### config.mk
export PLATFORM = sky130hd
export DESIGN_NAME = mem_port_arbiter_flat
export DESIGN_NICKNAME = d
export VERILOG_FILES = /design/src/rtl/mem_port_arbiter_pkg.sv /design/src/rtl/mem_port_arbiter_if.sv /design/src/rtl/mem_port_arbiter_resp_tag_pipe.sv /design/src/rtl/mem_port_arbiter.sv /design/src/flat_wrapper.sv
export SDC_FILE = /design/constraint.sdc
export NUM_CORES = 1
export LEC_CHECK = 0
export CAP_MARGIN = 40
export CORE_AREA = 3 3 107 109
export CTS_CLUSTER_SIZE = 24
export DETAILED_ROUTE_END_ITERATION = 6
export DIE_AREA = 0 0 110 112
export PLACE_DENSITY = 0.69
export SLEW_MARGIN = 5
export SYNTH_ARGS = -nofsm -noshare
export SYNTH_HDL_FRONTEND = slang
export SYNTH_SLANG_ARGS = --single-unit
### constraint.sdc
create_clock -name clk -period 4 [get_ports clk]
set_clock_uncertainty 0.05 [all_clocks]
set_input_delay 0.8 -clock clk [delete_from_list [all_inputs] [get_ports clk]]
set_output_delay 0.8 -clock clk [all_outputs]
set_load 0.03 [all_outputs]
### src/rtl/mem_port_arbiter_pkg.sv
// Shared types and limits for the fetch/load-store memory port arbiter.
package mem_arb_pkg;

  typedef enum logic {
    OWN_INST = 1'b0,
    OWN_DATA = 1'b1
  } owner_e;

  typedef struct packed {
    logic   valid;
    owner_e owner;
  } tag_t;

  localparam int RD_LATENCY_MIN      = 1;
  localparam int RD_LATENCY_MAX      = 4;
  localparam int MAX_DATA_STREAK_MIN = 1;
  localparam int MAX_DATA_STREAK_MAX = 15;
  localparam int STARVE_W            = 4;

endpackage

### src/rtl/mem_port_arbiter_if.sv
// Requester handshakes plus the single SRAM port, seen from the arbiter (slave)
// and from the core/SRAM environment (master).
// Handshake: a requester raises *_req and holds it and its payload stable until
// it sees *_addr_ok high in the same cycle; *_data_ok pulses for one cycle per
// accepted request, in acceptance order, and *_rdata is valid only in that cycle.
interface mem_port_arbiter_if;
  logic        inst_req;
  logic [31:0] inst_addr;
  logic        inst_addr_ok;
  logic        inst_data_ok;
  logic [31:0] inst_rdata;

  logic        data_req;
  logic        data_wr;
  logic [3:0]  data_wstrb;
  logic [31:0] data_addr;
  logic [31:0] data_wdata;
  logic        data_addr_ok;
  logic        data_data_ok;
  logic [31:0] data_rdata;

  logic        sram_en;
  logic [3:0]  sram_we;
  logic [31:0] sram_addr;
  logic [31:0] sram_wdata;
  logic [31:0] sram_rdata;

  modport slave (
    input  inst_req, inst_addr,
    output inst_addr_ok, inst_data_ok, inst_rdata,
    input  data_req, data_wr, data_wstrb, data_addr, data_wdata,
    output data_addr_ok, data_data_ok, data_rdata,
    output sram_en, sram_we, sram_addr, sram_wdata,
    input  sram_rdata
  );

  modport master (
    output inst_req, inst_addr,
    input  inst_addr_ok, inst_data_ok, inst_rdata,
    output data_req, data_wr, data_wstrb, data_addr, data_wdata,
    input  data_addr_ok, data_data_ok, data_rdata,
    input  sram_en, sram_we, sram_addr, sram_wdata,
    output sram_rdata
  );
endinterface

### src/rtl/mem_port_arbiter_resp_tag_pipe.sv
// Delay line of {valid, owner} tags matching the SRAM read latency, so each
// returning word is steered to the requester that issued it.
module resp_tag_pipe
  import mem_arb_pkg::*;
#(
  parameter int DEPTH = 1
) (
  input  logic clk,
  input  logic reset,
  input  tag_t i_tag,
  output tag_t o_tag
);

  tag_t r_stage [DEPTH];

  always_ff @(posedge clk) begin
    if (reset) begin
      for (int i = 0; i < DEPTH; i++) r_stage[i] <= '0;
    end else begin
      r_stage[0] <= i_tag;
      for (int i = 1; i < DEPTH; i++) r_stage[i] <= r_stage[i-1];
    end
  end

  assign o_tag = r_stage[DEPTH-1];

endmodule

### src/rtl/mem_port_arbiter.sv
// Arbitrates instruction fetch and load/store onto one SRAM port: data side
// wins, but fetch is forced through after MAX_DATA_STREAK consecutive data wins.
module mem_port_arbiter
  import mem_arb_pkg::*;
#(
  parameter int RD_LATENCY      = 1,
  parameter int MAX_DATA_STREAK = 4
) (
  input  logic                clk,
  input  logic                reset,
  mem_port_arbiter_if.slave   bus,
  output logic [STARVE_W-1:0] o_starve_cnt
);

  localparam logic [STARVE_W-1:0] STREAK_LIMIT = STARVE_W'(MAX_DATA_STREAK);

  logic [STARVE_W-1:0] r_starve_cnt;
  logic                w_force_inst;
  logic                w_grant_inst;
  logic                w_grant_data;
  tag_t                w_tag_in;
  tag_t                w_tag_out;

  // Fetch only overrides a pending data request once the streak limit is hit.
  assign w_force_inst = (r_starve_cnt == STREAK_LIMIT);
  assign w_grant_data = !reset && bus.data_req && !(bus.inst_req && w_force_inst);
  assign w_grant_inst = !reset && bus.inst_req && (!bus.data_req || w_force_inst);

  always_ff @(posedge clk) begin
    if (reset || w_grant_inst || !bus.inst_req) begin
      r_starve_cnt <= '0;
    end else if (w_grant_data && (r_starve_cnt != STREAK_LIMIT)) begin
      r_starve_cnt <= r_starve_cnt + 1'b1;
    end
  end

  always_comb begin
    w_tag_in       = '0;
    w_tag_in.valid = w_grant_inst || w_grant_data;
    w_tag_in.owner = w_grant_data ? OWN_DATA : OWN_INST;
  end

  resp_tag_pipe #(
    .DEPTH (RD_LATENCY)
  ) u_tag_pipe (
    .clk   (clk),
    .reset (reset),
    .i_tag (w_tag_in),
    .o_tag (w_tag_out)
  );

  always_comb begin
    bus.inst_addr_ok = w_grant_inst;
    bus.data_addr_ok = w_grant_data;
    bus.sram_en      = w_grant_inst || w_grant_data;
    bus.sram_we      = (w_grant_data && bus.data_wr) ? bus.data_wstrb : 4'b0000;
    bus.sram_addr    = w_grant_data ? bus.data_addr :
                       (w_grant_inst ? bus.inst_addr : 32'h0);
    bus.sram_wdata   = w_grant_data ? bus.data_wdata : 32'h0;
  end

  // Reset gates the response strobes so nothing in flight leaks out.
  always_comb begin
    bus.inst_data_ok = !reset && w_tag_out.valid && (w_tag_out.owner == OWN_INST);
    bus.data_data_ok = !reset && w_tag_out.valid && (w_tag_out.owner == OWN_DATA);
    bus.inst_rdata   = bus.sram_rdata;
    bus.data_rdata   = bus.sram_rdata;
  end

  assign o_starve_cnt = r_starve_cnt;

endmodule

### src/flat_wrapper.sv
// flat-port wrapper written by rule: the top's interface ports become plain ports
module mem_port_arbiter_flat import mem_arb_pkg::*;
#(
  parameter int RD_LATENCY      = 1,
  parameter int MAX_DATA_STREAK = 4
)
  (clk, reset, o_starve_cnt, bus_inst_req, bus_inst_addr, bus_inst_addr_ok, bus_inst_data_ok, bus_inst_rdata, bus_data_req, bus_data_wr, bus_data_wstrb, bus_data_addr, bus_data_wdata, bus_data_addr_ok, bus_data_data_ok, bus_data_rdata, bus_sram_en, bus_sram_we, bus_sram_addr, bus_sram_wdata, bus_sram_rdata);
  mem_port_arbiter_if bus_i ();
  input  logic clk;
  input  logic reset;
  output logic [STARVE_W-1:0] o_starve_cnt;
  input wire logic [$bits(bus_i.inst_req)-1:0] bus_inst_req;
  input wire logic [$bits(bus_i.inst_addr)-1:0] bus_inst_addr;
  output wire logic [$bits(bus_i.inst_addr_ok)-1:0] bus_inst_addr_ok;
  output wire logic [$bits(bus_i.inst_data_ok)-1:0] bus_inst_data_ok;
  output wire logic [$bits(bus_i.inst_rdata)-1:0] bus_inst_rdata;
  input wire logic [$bits(bus_i.data_req)-1:0] bus_data_req;
  input wire logic [$bits(bus_i.data_wr)-1:0] bus_data_wr;
  input wire logic [$bits(bus_i.data_wstrb)-1:0] bus_data_wstrb;
  input wire logic [$bits(bus_i.data_addr)-1:0] bus_data_addr;
  input wire logic [$bits(bus_i.data_wdata)-1:0] bus_data_wdata;
  output wire logic [$bits(bus_i.data_addr_ok)-1:0] bus_data_addr_ok;
  output wire logic [$bits(bus_i.data_data_ok)-1:0] bus_data_data_ok;
  output wire logic [$bits(bus_i.data_rdata)-1:0] bus_data_rdata;
  output wire logic [$bits(bus_i.sram_en)-1:0] bus_sram_en;
  output wire logic [$bits(bus_i.sram_we)-1:0] bus_sram_we;
  output wire logic [$bits(bus_i.sram_addr)-1:0] bus_sram_addr;
  output wire logic [$bits(bus_i.sram_wdata)-1:0] bus_sram_wdata;
  input wire logic [$bits(bus_i.sram_rdata)-1:0] bus_sram_rdata;
  assign bus_i.inst_req = bus_inst_req;
  assign bus_i.inst_addr = bus_inst_addr;
  assign bus_inst_addr_ok = bus_i.inst_addr_ok;
  assign bus_inst_data_ok = bus_i.inst_data_ok;
  assign bus_inst_rdata = bus_i.inst_rdata;
  assign bus_i.data_req = bus_data_req;
  assign bus_i.data_wr = bus_data_wr;
  assign bus_i.data_wstrb = bus_data_wstrb;
  assign bus_i.data_addr = bus_data_addr;
  assign bus_i.data_wdata = bus_data_wdata;
  assign bus_data_addr_ok = bus_i.data_addr_ok;
  assign bus_data_data_ok = bus_i.data_data_ok;
  assign bus_data_rdata = bus_i.data_rdata;
  assign bus_sram_en = bus_i.sram_en;
  assign bus_sram_we = bus_i.sram_we;
  assign bus_sram_addr = bus_i.sram_addr;
  assign bus_sram_wdata = bus_i.sram_wdata;
  assign bus_i.sram_rdata = bus_sram_rdata;
  mem_port_arbiter #(.RD_LATENCY(RD_LATENCY), .MAX_DATA_STREAK(MAX_DATA_STREAK)) u_core (.clk(clk), .reset(reset), .bus(bus_i), .o_starve_cnt(o_starve_cnt));
endmodule
* After elaboration in Yosys (flattened, before gate mapping) *
Memories as Yosys holds them, arrays and structs flattened.
Cells that the tools add are included.

cells by class
  equal/unequal tests = 2
  $add $sub $neg = 1
  muxes and demuxes = 10
  multiply operators = 0
  divide/modulo/power cells = 0
  bitwise operators = 1
  shift-type cells = 0
  reduce and logical (&&, ||, !) cells = 19
  $lt $le $gt $ge = 0

operators with widths
  kind                                                   count
  2-to-1 mux 32 bit                                      3
  logical AND 1 bit                                      10
  2-to-1 mux 1 bit                                       5
  adder 4 x 1 -> 4 bit, second input constant            1
  equality test 4 x 3 -> 1 bit, second input constant    1
  zero test 1 bit                                        4
  logical OR 1 bit                                       4
  2-to-1 mux 4 bit                                       1
  inequality test 4 x 3 -> 1 bit, second input constant  1
  2-to-1 mux 2 bit                                       1
  OR reduction 2 bit                                     1
  inverter 1 bit                                         1

word-level totals
  memories kept = 1
  bits in read-only memories = 0
  bits in writable memories = 2
  input port bits = 137
  register bits after elaboration = 4
  latch bits = 0
  logic and storage cells = 35
  output and inout port bits = 141

memories
  name                       words  bits a word  read ports  clocked after Yosys merged registers in  wr ports  RTL line                              source
  u_core.u_tag_pipe.r_stage  1      2            1           0                                        1         mem_port_arbiter_resp_tag_pipe.sv:14  tag_t r_stage [DEPTH];

* Depth between registers and ports, before layout *
  depth after elaboration = 6
  mapped depth = 7

* Modules after synthesis *
A second synthesis with hierarchy kept.

unflattened totals
  cells, all modules = 173
  area total of the unflattened synthesis = 1,387.6 µm²

by module, submodules not included
  module            times used  cells each  area an instance (µm²)  seq. area each (µm²)
  mem_port_arbiter  1           169         1,335.0                 80.1
  resp_tag_pipe     1           4           52.6                    40.0

* Worst setup path before layout *
OpenSTA, ideal clock, no wires.

  path kind = register to output
  start point = register u_core.r_starve_cnt[0], in the netlist u_core.o_starve_cnt[0]
  end point = output bus_sram_wdata[22]
  cell stages (with the launch flop) = 7
  required time = 3.150 ns
  path slack = 1.211 ns
  arrival time = 1.939 ns
  buffers on the path = 1
  cell sequence = dfxtp_1 > inv_1 > ha_1 > nand3b_4 > o211a_4 > clkbuf_1 > and2_1

on the way
  word-level cells in the longest chain between the ends = 5

RTL lines
  what                          RTL line                source
  start: declaration            mem_port_arbiter.sv:17  logic [STARVE_W-1:0] r_starve_cnt;
  start signal: assignment      mem_port_arbiter.sv:33  r_starve_cnt <= r_starve_cnt + 1'b1;
  equality test 4 x 3 -> 1 bit  mem_port_arbiter.sv:25  assign w_force_inst = (r_starve_cnt == STREAK_LIMIT);
  logical AND 1 bit             mem_port_arbiter.sv:26  assign w_grant_data = !reset && bus.data_req && !(bus.inst_req && w_force_inst);
  zero test 1 bit               mem_port_arbiter.sv:26
  logical AND 1 bit             mem_port_arbiter.sv:26
  named net bus_data_addr_ok    flat_wrapper.sv:22      output wire logic [$bits(bus_i.data_addr_ok)-1:0] bus_data_addr_ok;
  2-to-1 mux 32 bit             mem_port_arbiter.sv:59  bus.sram_wdata = w_grant_data ? bus.data_wdata : 32'h0;
  end: declaration              flat_wrapper.sv:28      output wire logic [$bits(bus_i.sram_wdata)-1:0] bus_sram_wdata;

The timed path passes the listed nets, and every way through them passes these cells.

* Worst setup path in the final report *
  start point = input reset
  end point = output bus_sram_wdata[12]

on the way
  word-level cells in the longest chain between the ends = 4

RTL lines
  what                            RTL line                source
  start: declaration              flat_wrapper.sv:10      input logic reset;
  zero test 1 bit                 mem_port_arbiter.sv:26
  logical AND 1 bit (2 in a row)  mem_port_arbiter.sv:26
  2-to-1 mux 32 bit               mem_port_arbiter.sv:59

Every way passes these cells.

==> tab_implementation.tex <==
\begin{tabular}{lr}
\hline
Metric & Value \\
\hline
\multicolumn{2}{l}{\textbf{Outcome}} \\
Status & completed \\
\multicolumn{2}{l}{\textbf{Global route}} \\
Total Routing Usage GR & 0.08837 \\
Via count of the first global-routing pass & 1685 \\
Pin count of the biggest net entering global routing & 40 \\
First-pass GRT wire length & 8390 µm \\
Antenna violations before repair & 0 \\
Remaining global-route overflow & 0 \\
\multicolumn{2}{l}{\textbf{Drt}} \\
Initial DRT Pass Iterations & 4 \\
Routed length per placed instance & 15.00 µm \\
Number of vias per cell & 3.752 \\
Total via count after detailed routing & 1591 \\
DR DRC count & 0 \\
Post-DRT Antenna Nets & 0 \\
Drt first-iter violations & 34 \\
Routed wire length & between 6000 and 7000 µm \\
\multicolumn{2}{l}{\textbf{Finish}} \\
Synth-to-layout area growth & 103.9\% \\
Non-filler cells in the finished layout & $\sim$420 \\
Share of layout cells above drive strength 1 & 0.1655 \\
Number of fill cells in the layout & 1142 \\
Antenna diode instance count & 0 \\
Number of nets in the layout & 425 \\
\multicolumn{2}{l}{\textbf{Power}} \\
VDD IR max & $\sim$0.081 mV \\
Lkg Pwr & 1.131 nW \\
Power Density & around 160 nW/µm² \\
\multicolumn{2}{l}{\textbf{Placed design}} \\
Final weighted congestion in routability-driven placement & 0.7228 \\
Instance count after placement with tap cells included & 421 \\
IO buf count & 181 \\
Post-DP HPWL & 5477 µm \\
\multicolumn{2}{l}{\textbf{Floorplanning}} \\
Initial Util & 0.1289 \\
Horizontal die dimension & 110 µm \\
Area of the die & 12320 µm² \\
Vertical die dimension & $\sim$110 µm \\
Area of the core & between 10000 and 15000 µm² \\
FP Rows & 38 \\
Boundary pin count & 278 \\
\multicolumn{2}{l}{\textbf{Critical path}} \\
Critical path peak fanout & 39 \\
Max incr delay on CP & 0.68 ns \\
Critical path endpoint category & output port \\
Cells traversed along the worst timing path & clkdlybuf4s50\_1, inv\_1, o211a\_4, and2\_1, clkdlybuf4s50\_1 \\
Critical Setup Path Class & primary input to output port \\
WP data required & about 3.2 ns \\
CP dominant cell by count & clkdlybuf4s50\_1 \\
Count of buffering cells on the critical path with inverters included & 3 \\
Critical path startpoint category & primary input \\
Cell type group with the largest total delay on the critical path & buffers and inverters \\
Standard cell with the maximum stage delay on the critical path & clkdlybuf4s50\_1 \\
Arrival time at the worst endpoint & approximately 2.8 ns \\
\multicolumn{2}{l}{\textbf{CTS}} \\
Clock latency reported for the late side of the worst-skew pair & about 0.22 ns \\
Number of gates given a new drive strength after cts & 0 \\
CTS buffer count & 3 \\
Clock input transition at the sequential cells of the worst setup and hold paths & 0.04 ns \\
H-tree lvl count & 1 \\
\# Post-CTS Setup Buffers & 0 \\
CTS tree & done \\
Number of buffers on the longest clock path & 2 \\
Root Driver & clkbuf\_8 \\
Post-cts hold buffer count & 0 \\
Clk sinks & 6 \\
\multicolumn{2}{l}{\textbf{STA}} \\
Post-Route Hold Slack & 0.4444 ns \\
Crit path time final & roughly 3.6 ns \\
Final-report hold violation count & 0 \\
Ratio of final minimum period to clock period & 0.8995 \\
Setup repair after global routing missed its margin & false \\
Peak clock frequency supported by timing & 277.9 MHz \\
Worst Max-Slew Pin Slew & 0.3628 ns \\
Slew Viols, Final & 0 \\
Final setup violating endpoints & 0 \\
Worst slew slack as a fraction of its limit & 0.7581 \\
Total negative slack & 0 ns \\
\multicolumn{2}{l}{\textbf{Synthesis}} \\
Warnings from Yosys & 0 \\
Ranking of synthesized cells by area & buf\_4, a22o\_1, and2\_1, dfxtp\_1, buf\_6 \\
Post-synthesis instance area & 1379 µm² \\
Mean instance size in the synthesized netlist & roughly 8.0 µm² \\
Synthesized instance count & approximately 170 \\
Area share of the leading cell type in the synthesized netlist & 0.3485 \\
Post-Syn Nets & 311 \\
Area leader, netlist & buf\_4 \\
Share of the yosys chip area belonging to registers & 0.08711 \\
Flip-flop and latch count after synthesis & 6 \\
Number of distinct library cells after synthesis & 22 \\
\multicolumn{2}{l}{\textbf{Run}} \\
Number of maximum-capacitance constraint violations & 0 \\
\multicolumn{2}{l}{\textbf{Worst hold path}} \\
Worst min-delay path class & flip-flop to flip-flop \\
\hline
\end{tabular}
==> final cells by class <==
cell class / instances / area, µm² / area share
timing repair buffer: 183 / 1782 / 0.6337
inverter: 5 / 18.77 / 0.006676
sequential: 6 / 120.1 / 0.04272
clock buffer: 3 / 41.29 / 0.01469
tap: 140 / 175.2 / 0.06231
multi-input combinational: 87 / 674.4 / 0.2399
==> routing by layer <==
metal	wire (µm)	global-route usage	part of all wire	up-vias
li1	-	-	-	743
met1	1973	0.07547	0.31	694
met2	3275	0.1772	0.52	143
met3	1042	0.04058	0.16	11
met4	67	0.02244	0.011	0
met5	0	0	0	-
==> state kept, by name (all words and copies together), names as in the netlist <==
| register | flops |
|---|---|
| u_core.u_tag_pipe.r_stage | 2 |
| u_core.o_starve_cnt | 4 |
==> power by group <==
group	switching, mW	internal (mW)
Combinational	0.133	0.169
Clock	0.0267	0.0647
Sequential	0.00129	0.0619
Total	0.161	0.295
==> path summary, 6_finish.rpt <==
| kind | start | to | slack (ns) | depth (start not counted) |
|---|---|---|---|---|
| max reg2reg | u_core.o_starve_cnt[0] | u_core.o_starve_cnt[2] | 2.59 | 5 |
| max | reset | bus_sram_wdata[12] | 0.40 | 5 |
| min reg2reg | u_core.o_starve_cnt[0] | u_core.o_starve_cnt[0] | 0.44 | 1 |
| min | u_core.o_starve_cnt[0] | u_core.o_starve_cnt[0] | 0.44 | 1 |
==> placed cells by master, fill, tap and decap left out, drive strengths merged, types with 2 or more instances in the layout <==
master	n
and2	32
ha	2
clkbuf	3
and3	5
o211a	2
dfxtp	6
a22o	32
clkdlybuf4s50	148
buf	35
nor2	7
inv	5
==> Yosys cell counts, drive strengths merged <==
library cell   n
nor3b          1
clkbuf         3
dfxtp          6
and3           5
a22o          32
ha             2
inv            5
nand3b         1
a211oi         1
xnor2          1
buf           71
xor2           1
nor2           7
nand3          1
and2          32
o211a          2
nand4          1
==> worst register-to-register path, cell delays in order (launching register included) <==
cell      delay, ns
dfxtp_1        0.39
inv_1          0.07
ha_1           0.22
nand3b_4       0.14
nand4_1        0.28
nor2_1         0.19
==> per-stage QoR <==
stage	util	total power [mW]	cell area [µm²]	setup WS (ns)
final	0.2628	0.4559	2811	0.4020
after global routing	0.2628	0.4839	2811	0.2696
after CTS	0.2628	0.4655	2811	0.3720
after detailed placement	0.2589	0.3666	2770	0.3801
after global placement	0.2589	0.3648	2770	0.4082
after floorplan	-	0.3107	1379	1.211
==> kinds of logic after synthesis <==
| kind of cell | after synthesis | synth area share |
|---|---|---|
| AO/OA/AOI/OAI | 35 | 0.2432 |
| XOR/XNOR | 2 | 0.01271 |
| adder cells (fa/ha/maj) | 2 | 0.01815 |
| buffers and inverters | 79 | 0.4238 |
| flip-flops | 6 | 0.08712 |
| AND/OR/NAND/NOR | 48 | 0.2151 |
No activity file was read; power rests on OpenSTA's default activity.
